--- config.mk ---
export PLATFORM = sky130hd
export DESIGN_NAME = asa_noc_enc_ser_flat
export DESIGN_NICKNAME = d
export VERILOG_FILES = /design/src/rtl/asa_noc_enc_ser_if.sv /design/src/rtl/asa_noc_enc_ser.sv /design/src/flat_wrapper.sv
export SDC_FILE = /design/constraint.sdc
export NUM_CORES = 1
export LEC_CHECK = 0
export BUFFER_PORTS_ARGS = -buffer_cell sky130_fd_sc_hd__buf_2
export CAP_MARGIN = 20
export CORE_MARGIN = 5
export CORE_UTILIZATION = 54
export DETAILED_ROUTE_END_ITERATION = 16
export MAX_ROUTING_LAYER = met4
export PLACE_DENSITY = 0.88
export SLEW_MARGIN = 20
export SYNTH_ARGS = -nofsm -noshare
export SYNTH_HDL_FRONTEND = slang
export SYNTH_SLANG_ARGS = --single-unit
--- constraint.sdc ---
create_clock -name clk_ctrl -period 2 [get_ports clk_ctrl]
set_clock_uncertainty 0.05 [all_clocks]
set_input_delay 0 -clock clk_ctrl [delete_from_list [all_inputs] [get_ports clk_ctrl]]
set_output_delay 0 -clock clk_ctrl [all_outputs]
set_load 0.01 [all_outputs]
--- src/rtl/asa_noc_enc_ser_if.sv ---
// ---------------------------------------------------------------------------
// asa_noc_enc_ser_if
//   Bundles the accelerator response port, the NoC header port and the
//   AXI-Stream egress of the serializer into one interface.
//
//   master : serializer view (consumes header/response, drives the stream)
//   slave  : environment view (produces header/response, sinks the stream)
//
//   header_in/header_vld/header_rdy   NoC header word handshake
//   resp_val/resp_rdy/resp_fields     response message handshake,
//                                     field i at [i*FIELD_W +: FIELD_W]
//   stream_out_T*                     AXI-Stream egress beat
// ---------------------------------------------------------------------------
interface asa_noc_enc_ser_if #(
    parameter int DATA_W     = 32,
    parameter int FIELD_W    = 64,
    parameter int NUM_FIELDS = 3
);
    logic [DATA_W-1:0]             header_in;
    logic                          header_vld;
    logic                          header_rdy;
    logic                          resp_val;
    logic                          resp_rdy;
    logic [NUM_FIELDS*FIELD_W-1:0] resp_fields;
    logic                          stream_out_TREADY;
    logic                          stream_out_TVALID;
    logic [DATA_W-1:0]             stream_out_TDATA;
    logic [DATA_W/8-1:0]           stream_out_TKEEP;
    logic                          stream_out_TLAST;

    modport master (
        input  header_in, header_vld, resp_val, resp_fields, stream_out_TREADY,
        output header_rdy, resp_rdy,
        output stream_out_TVALID, stream_out_TDATA, stream_out_TKEEP, stream_out_TLAST
    );

    modport slave (
        output header_in, header_vld, resp_val, resp_fields, stream_out_TREADY,
        input  header_rdy, resp_rdy,
        input  stream_out_TVALID, stream_out_TDATA, stream_out_TKEEP, stream_out_TLAST
    );
endinterface

--- src/rtl/asa_noc_enc_ser.sv ---
// ---------------------------------------------------------------------------
// asa_noc_enc_ser
//   Serializes one ASA accelerator response message (NUM_FIELDS fields of
//   FIELD_W bits) plus an optional NoC header word onto an AXI-Stream egress.
//   Beat order: header (if HDR_EN), payload words field-major with the most
//   significant word of each field first, then zero padding up to the next
//   power of two (if PAD_POW2). TLAST marks the final beat.
//
//   clk_ctrl          sole clock
//   clk_ctrl_rst_low  asynchronous active-low reset
//   bus (master)      header / response inputs and stream egress
// ---------------------------------------------------------------------------
module asa_noc_enc_ser #(
    parameter int DATA_W     = 32,
    parameter int FIELD_W    = 64,
    parameter int NUM_FIELDS = 3,
    parameter int HDR_EN     = 1,
    parameter int PAD_POW2   = 1
) (
    input  logic              clk_ctrl,
    input  logic              clk_ctrl_rst_low,
    asa_noc_enc_ser_if.master bus
);

    localparam int WPF     = FIELD_W / DATA_W;
    localparam int PAY_W   = NUM_FIELDS * WPF;
    localparam int TOT_PAY = (PAD_POW2 != 0) ? (1 << $clog2(PAY_W)) : PAY_W;
    localparam int IDX_W   = $clog2(TOT_PAY + 1);
    localparam int DEPTH   = 1 << IDX_W;
    localparam bit HAS_PAD = (TOT_PAY > PAY_W);
    localparam bit USE_HDR = (HDR_EN != 0);

    localparam logic [IDX_W-1:0] LAST_PAY = IDX_W'(PAY_W - 1);
    localparam logic [IDX_W-1:0] LAST_TOT = IDX_W'(TOT_PAY - 1);

    generate
        if ((FIELD_W % DATA_W) != 0) begin : g_bad_field_w
            $error("asa_noc_enc_ser: FIELD_W must be a multiple of DATA_W");
        end
        if (NUM_FIELDS < 1) begin : g_bad_num_fields
            $error("asa_noc_enc_ser: NUM_FIELDS must be at least 1");
        end
        if ((DATA_W % 8) != 0) begin : g_bad_data_w
            $error("asa_noc_enc_ser: DATA_W must be a multiple of 8");
        end
    endgenerate

    typedef enum logic [1:0] {
        IDLE,
        HDR,
        PAY,
        PAD
    } state_t;

    state_t                        state;
    state_t                        state_nxt;
    logic [IDX_W-1:0]              idx;
    logic [IDX_W-1:0]              idx_nxt;
    logic                          run;
    logic                          accept;
    logic [DATA_W-1:0]             hdr_q;
    logic [NUM_FIELDS*FIELD_W-1:0] fields_q;
    logic [DATA_W-1:0]             words [DEPTH];

    // Word table indexed directly by idx. Its depth is a full power of two of
    // the idx width so every idx value selects a defined entry; entries past
    // the payload are zero, which is exactly what the pad beats must carry.
    generate
        for (genvar i = 0; i < DEPTH; i++) begin : g_words
            if (i < PAY_W) begin : g_pay
                assign words[i] =
                    fields_q[(i / WPF) * FIELD_W + FIELD_W - 1 - (i % WPF) * DATA_W -: DATA_W];
            end else begin : g_zero
                assign words[i] = '0;
            end
        end
    endgenerate

    // run stays low for the first clock after reset release so nothing is
    // accepted while the reset deassertion is still settling.
    assign accept = (state == IDLE) && run && bus.resp_val && (bus.header_vld || !USE_HDR);

    // State register; the message and header are captured on accept and then
    // held untouched for the whole packet.
    always_ff @(posedge clk_ctrl or negedge clk_ctrl_rst_low) begin
        if (!clk_ctrl_rst_low) begin
            state    <= IDLE;
            idx      <= '0;
            run      <= 1'b0;
            hdr_q    <= '0;
            fields_q <= '0;
        end else begin
            state <= state_nxt;
            idx   <= idx_nxt;
            run   <= 1'b1;
            if (accept) begin
                hdr_q    <= bus.header_in;
                fields_q <= bus.resp_fields;
            end
        end
    end

    // Next-state logic. Every beat advances only on a TREADY handshake, so a
    // stalled beat keeps state and idx, which keeps TDATA/TLAST stable.
    always_comb begin
        state_nxt = state;
        idx_nxt   = idx;
        case (state)
            IDLE: begin
                if (accept) begin
                    state_nxt = USE_HDR ? HDR : PAY;
                    idx_nxt   = '0;
                end
            end
            HDR: begin
                if (bus.stream_out_TREADY) begin
                    state_nxt = PAY;
                    idx_nxt   = '0;
                end
            end
            PAY: begin
                if (bus.stream_out_TREADY) begin
                    if (idx == LAST_PAY) begin
                        if (HAS_PAD) begin
                            state_nxt = PAD;
                            idx_nxt   = idx + 1'b1;
                        end else begin
                            state_nxt = IDLE;
                            idx_nxt   = '0;
                        end
                    end else begin
                        idx_nxt = idx + 1'b1;
                    end
                end
            end
            PAD: begin
                if (bus.stream_out_TREADY) begin
                    if (idx == LAST_TOT) begin
                        state_nxt = IDLE;
                        idx_nxt   = '0;
                    end else begin
                        idx_nxt = idx + 1'b1;
                    end
                end
            end
            default: begin
                state_nxt = IDLE;
                idx_nxt   = '0;
            end
        endcase
    end

    // Outputs decode only registered state, so there is no combinational path
    // from TREADY to TVALID/TDATA/TLAST.
    always_comb begin
        bus.stream_out_TVALID = 1'b0;
        bus.stream_out_TDATA  = '0;
        bus.stream_out_TLAST  = 1'b0;
        bus.resp_rdy          = 1'b0;
        bus.header_rdy        = 1'b0;
        case (state)
            IDLE: begin
                bus.resp_rdy   = run;
                bus.header_rdy = run && USE_HDR;
            end
            HDR: begin
                bus.stream_out_TVALID = 1'b1;
                bus.stream_out_TDATA  = hdr_q;
            end
            PAY: begin
                bus.stream_out_TVALID = 1'b1;
                bus.stream_out_TDATA  = words[idx];
                bus.stream_out_TLAST  = !HAS_PAD && (idx == LAST_PAY);
            end
            PAD: begin
                bus.stream_out_TVALID = 1'b1;
                bus.stream_out_TDATA  = words[idx];
                bus.stream_out_TLAST  = (idx == LAST_TOT);
            end
            default: begin
                bus.stream_out_TVALID = 1'b0;
            end
        endcase
        bus.stream_out_TKEEP = {(DATA_W/8){bus.stream_out_TVALID}};
    end

endmodule

--- src/flat_wrapper.sv ---
// flat-port wrapper written by rule: the top's interface ports become plain ports
module asa_noc_enc_ser_flat 
#(
    parameter int DATA_W     = 32,
    parameter int FIELD_W    = 64,
    parameter int NUM_FIELDS = 3,
    parameter int HDR_EN     = 1,
    parameter int PAD_POW2   = 1
)
  (clk_ctrl, clk_ctrl_rst_low, bus_header_in, bus_header_vld, bus_resp_val, bus_resp_fields, bus_stream_out_TREADY, bus_header_rdy, bus_resp_rdy, bus_stream_out_TVALID, bus_stream_out_TDATA, bus_stream_out_TKEEP, bus_stream_out_TLAST);
  asa_noc_enc_ser_if #(.DATA_W(DATA_W), .FIELD_W(FIELD_W), .NUM_FIELDS(NUM_FIELDS)) bus_i ();
  input  logic clk_ctrl;
  input  logic clk_ctrl_rst_low;
  input wire logic [$bits(bus_i.header_in)-1:0] bus_header_in;
  input wire logic [$bits(bus_i.header_vld)-1:0] bus_header_vld;
  input wire logic [$bits(bus_i.resp_val)-1:0] bus_resp_val;
  input wire logic [$bits(bus_i.resp_fields)-1:0] bus_resp_fields;
  input wire logic [$bits(bus_i.stream_out_TREADY)-1:0] bus_stream_out_TREADY;
  output wire logic [$bits(bus_i.header_rdy)-1:0] bus_header_rdy;
  output wire logic [$bits(bus_i.resp_rdy)-1:0] bus_resp_rdy;
  output wire logic [$bits(bus_i.stream_out_TVALID)-1:0] bus_stream_out_TVALID;
  output wire logic [$bits(bus_i.stream_out_TDATA)-1:0] bus_stream_out_TDATA;
  output wire logic [$bits(bus_i.stream_out_TKEEP)-1:0] bus_stream_out_TKEEP;
  output wire logic [$bits(bus_i.stream_out_TLAST)-1:0] bus_stream_out_TLAST;
  assign bus_i.header_in = bus_header_in;
  assign bus_i.header_vld = bus_header_vld;
  assign bus_i.resp_val = bus_resp_val;
  assign bus_i.resp_fields = bus_resp_fields;
  assign bus_i.stream_out_TREADY = bus_stream_out_TREADY;
  assign bus_header_rdy = bus_i.header_rdy;
  assign bus_resp_rdy = bus_i.resp_rdy;
  assign bus_stream_out_TVALID = bus_i.stream_out_TVALID;
  assign bus_stream_out_TDATA = bus_i.stream_out_TDATA;
  assign bus_stream_out_TKEEP = bus_i.stream_out_TKEEP;
  assign bus_stream_out_TLAST = bus_i.stream_out_TLAST;
  asa_noc_enc_ser #(.DATA_W(DATA_W), .FIELD_W(FIELD_W), .NUM_FIELDS(NUM_FIELDS), .HDR_EN(HDR_EN), .PAD_POW2(PAD_POW2)) u_core (.clk_ctrl(clk_ctrl), .clk_ctrl_rst_low(clk_ctrl_rst_low), .bus(bus_i));
endmodule
==> reports/qor_table.md <==
| Item | This run | Unit |
|:---|:---|:---|
| Clk sink count | 231 | - |
| Number of max-cap violations | 0 | - |
| Fraction of layout instances using a drive strength above 1 | 46.0 | % |
| Area of the core | 19500 | sq um |
| Initial antenna violation count | 4 | - |
| Crit start category | flip-flop | - |
| Sequential element share of the synthesized area | 53.7 | % |
| Share of total power in the clock network | 19.4 | % |
| Number of CTS-inserted buffers | 25 | - |
| Starting utilization of the core area | 55.1 | % |
| Via density per instance | 6.06 | - |
| Launch instance of the worst register-to-register path | u_core.state[0] | - |
| Slew at the pin with the worst max-slew slack | 586 | ps |
| Count of unresolved DRC violations after routing | 0 | - |
| Source of the critical timing path | u_core.idx[0] | - |
| Cell area reported after detailed placement | 12500 | sq um |
| Sequential share of power | 35.8 | % |
| Worst min path class | primary input to async pin | - |
| IO Port Bufs | 268 | - |
| Count of nets left with antenna violations after detail routing | 0 | - |
| Chip Height | 151 | um |
| Number of primary I/O pins | 269 | - |
| Required time reported for the critical path endpoint | 1950 | ps |
| CTS Root Cell | clkbuf_16 | - |
| Post-synthesis cell count | 815 | - |
| Crit Path Max Fanout | 17 | - |
| YS warnings | 0 | - |
| Critical Path Sink Type | output port | - |
| Detailed-route wire length per cell | 28.1 | um |
| Flip-flop cell with the highest count after synthesis | dfrtp_1 | - |
| Worst-case vdd ir drop | 1050 | uV |
| Final core area utilization | 88.5 | % |
| WHS | -14.3 | ps |
| Internal | 15.5 | mW |
| GP Congestion | 0.867 | - |
| Global-route wire length before repair | 58300 | um |
| Fmax | 441 | MHz |
| Final worst-path cycle share | 113 | % |
| Crit Path Category | flip-flop to output port | - |
| Tmin final | 2270 | ps |
| Clk_lat worst skew | 510 | ps |
| Vias post-DR | 9945 | - |
| Unique masters post-synth | 36 | - |
| Total grt overflow | 0 | - |
| Clk pin slew, worst setup/hold paths | 60 | ps |
| Count of standard-cell rows | 51 | - |
| Flip-flop and latch count after synthesis | 231 | - |
| Cell area after technology mapping | 10800 | sq um |
| Total routing resource utilization after global routing | 34.9 | % |
| Power density over the cells | 1450 | nW/um^2 |
| Die area | 22800 | sq um |
| Min setup slack post-route | -265 | ps |
| Wire length reported by the detailed router | 46200 | um |
| HPWL reported at the end of detailed placement | 20600 | um |
| Switching power summed over all nets | 9.46 | mW |
| Area Growth Syn to Fin | 60.6 | % |
| Slew margin rel. | 60.9 | % |
| Total nets after synthesis | 1051 | - |
| Failing checks | negative hold slack, negative setup slack | - |
| Buffer levels on the longest clock path | 3 | - |
| Switching portion of total power | 37.9 | % |
| Iteration-0 DRC Markers | 613 | - |
| Avg Synthesized Cell Area | 13.2 | sq um |
| Clock tree from TritonCTS | done | - |
| Setup repair after global routing missed its margin | true | - |
| Count of flip-flops with a built-in enable after synthesis | 0 | - |
| Final setup violation count | 177 | - |
| Width of the die | 151 | um |
| Total number of nets in the final design | 1590 | - |
| Maximum number of pins on one net before global-route repair | 72 | - |
| Result of the run | finished, violations left | - |
| Max H-tree Level | 1 | - |
| Share of async-settable or async-resettable flops after synthesis | 100 | % |
| Number of hold violations in the final report | 8 | - |
| Leakage power figure | 8.32 | nW |
| Max Slew Vio Count | 0 | - |
| Vias in the first global route | 10300 | - |
| First-pass iteration count of the detailed router | 7 | - |
| Data arrival time at the worst-slack endpoint | 2220 | ps |
| Cell area after layout | 17300 | sq um |
| Power share of the combinational group | 44.9 | % |
==> critical path, cell delays in order (launching register included) <==
cell and delay (ps):
dfrtp_4 570, buf_12 210, mux2i_4 230, o22ai_4 270, nor2_1 100, o21ai_1 150
buf_2 150
==> cell usage after synthesis (2+ instances only) <==
library cell	number	area, sq um
buf_2	13	65.1
nand2_1	33	124
mux2_2	65	732
buf_1	2	7.51
nor2_1	67	251
o21ai_1	19	95.1
mux2i_1	97	971
nand2b_1	2	12.5
buf_6	20	225
inv_1	7	26.3
mux2_1	160	1800
clkbuf_1	11	41.3
and3_1	2	12.5
ha_1	7	87.6
dfrtp_1	231	5780
o21ai_0	15	75.1
nor3_1	2	10.0
a21oi_1	2	10.0
o22ai_1	33	206
buf_4	11	82.6
==> cells by family after synthesis <==
family | synth area share, %
AOI/OAI and AO/OA | 4.02
adders and majority gates | 0.814
buffers and inverters | 4.16
DFF | 53.7
muxes | 32.6
other | 0.0349
and+or+nand+nor | 4.67
==> per-stage QoR <==
step	instances	hold WS [ps]	worst slack, ps	power [mW]	setup TNS, ps
after floorplan	815	-346	202	13.1	0
after global placement	1326	-45.4	83.0	15.3	0
after detailed placement	1326	-48.5	37.6	15.8	0
after CTS	1605	0.0818	-131	21.8	-3320
after global routing	1641	49.8	-370	25.7	-19470
final	1641	-14.3	-265	25.0	-12250
==> placed cells by master (no fill, tap or decap), drive strengths merged, types with 3 or more instances in the layout <==
| cell type | n |
|---|---|
| clkinv | 4 |
| bufinv | 3 |
| buf | 320 |
| inv | 8 |
| ha | 7 |
| nor3 | 3 |
| nand2 | 33 |
| dfrtp | 231 |
| or3 | 4 |
| o21ai | 34 |
| mux2i | 97 |
| o22ai | 34 |
| diode | 4 |
| dlygate4sd3 | 226 |
| clkbuf | 56 |
| mux2 | 225 |
| nor2 | 67 |
==> metal layers <==
metal / track usage (%) / wire length, um / up-vias
met1: 39.5 / 15700 / 4951
met4: 18.5 / 3470 / 0
li1: - / - / 3982
met2: 59.5 / 23400 / 721
met5: - / 0 / -
met3: 5.63 / 3620 / 291
==> power by group through the flow <==
stage	clock, mW	sequential (mW)	combinational, mW
after floorplan	0	7.80	5.33
after global placement	0	8.08	7.19
after detailed placement	0	8.27	7.51
after CTS	4.76	8.26	8.81
after global routing	5.02	9.01	11.7
final	4.84	8.93	11.2
==> worst paths after layout <==
| check | slack [ps] | end | cells past startpoint |
|---|---|---|---|
| worst max-delay path | -270 | bus_stream_out_TDATA[7] | 6 |
| worst min-delay path | -10 | u_core.fields_q[155] | 2 |
| worst max register to register | -120 | u_core.fields_q[160] | 9 |
| worst min register to register | 440 | u_core.fields_q[63] | 1 |
| max in group asynchronous | 1200 | u_core.fields_q[132] | 3 |
| min in group clk_ctrl | 120 | u_core.fields_q[0] | 5 |
==> sequential cells by signal, summed over array words and instances (netlist names) <==
register         cells
u_core.fields_q    192
u_core.hdr_q        32
u_core.idx           4
u_core.run           1
u_core.state         2
==> area by class of cell <==
type,count,area (sq um)
Antenna cell,4,10.0
Clock buffer,36,717
Clock inverter,9,126
Fill cell,790,2250
Inverter,7,28.8
Multi-Input combinational cell,523,5390
Sequential cell,231,5790
Tap cell,265,332
Timing Repair Buffer,566,4890
==> repair_timing <==
item	4_1_cts	5_1_grt
hold buffers	226	0
resized for setup	76	159
endpoints found under the setup margin	32	226
pin swaps	9	2
buffers inserted	5	10
cloned	3	22
endpoints found under the hold margin	456	0
(Power assumes the default switching activity.)
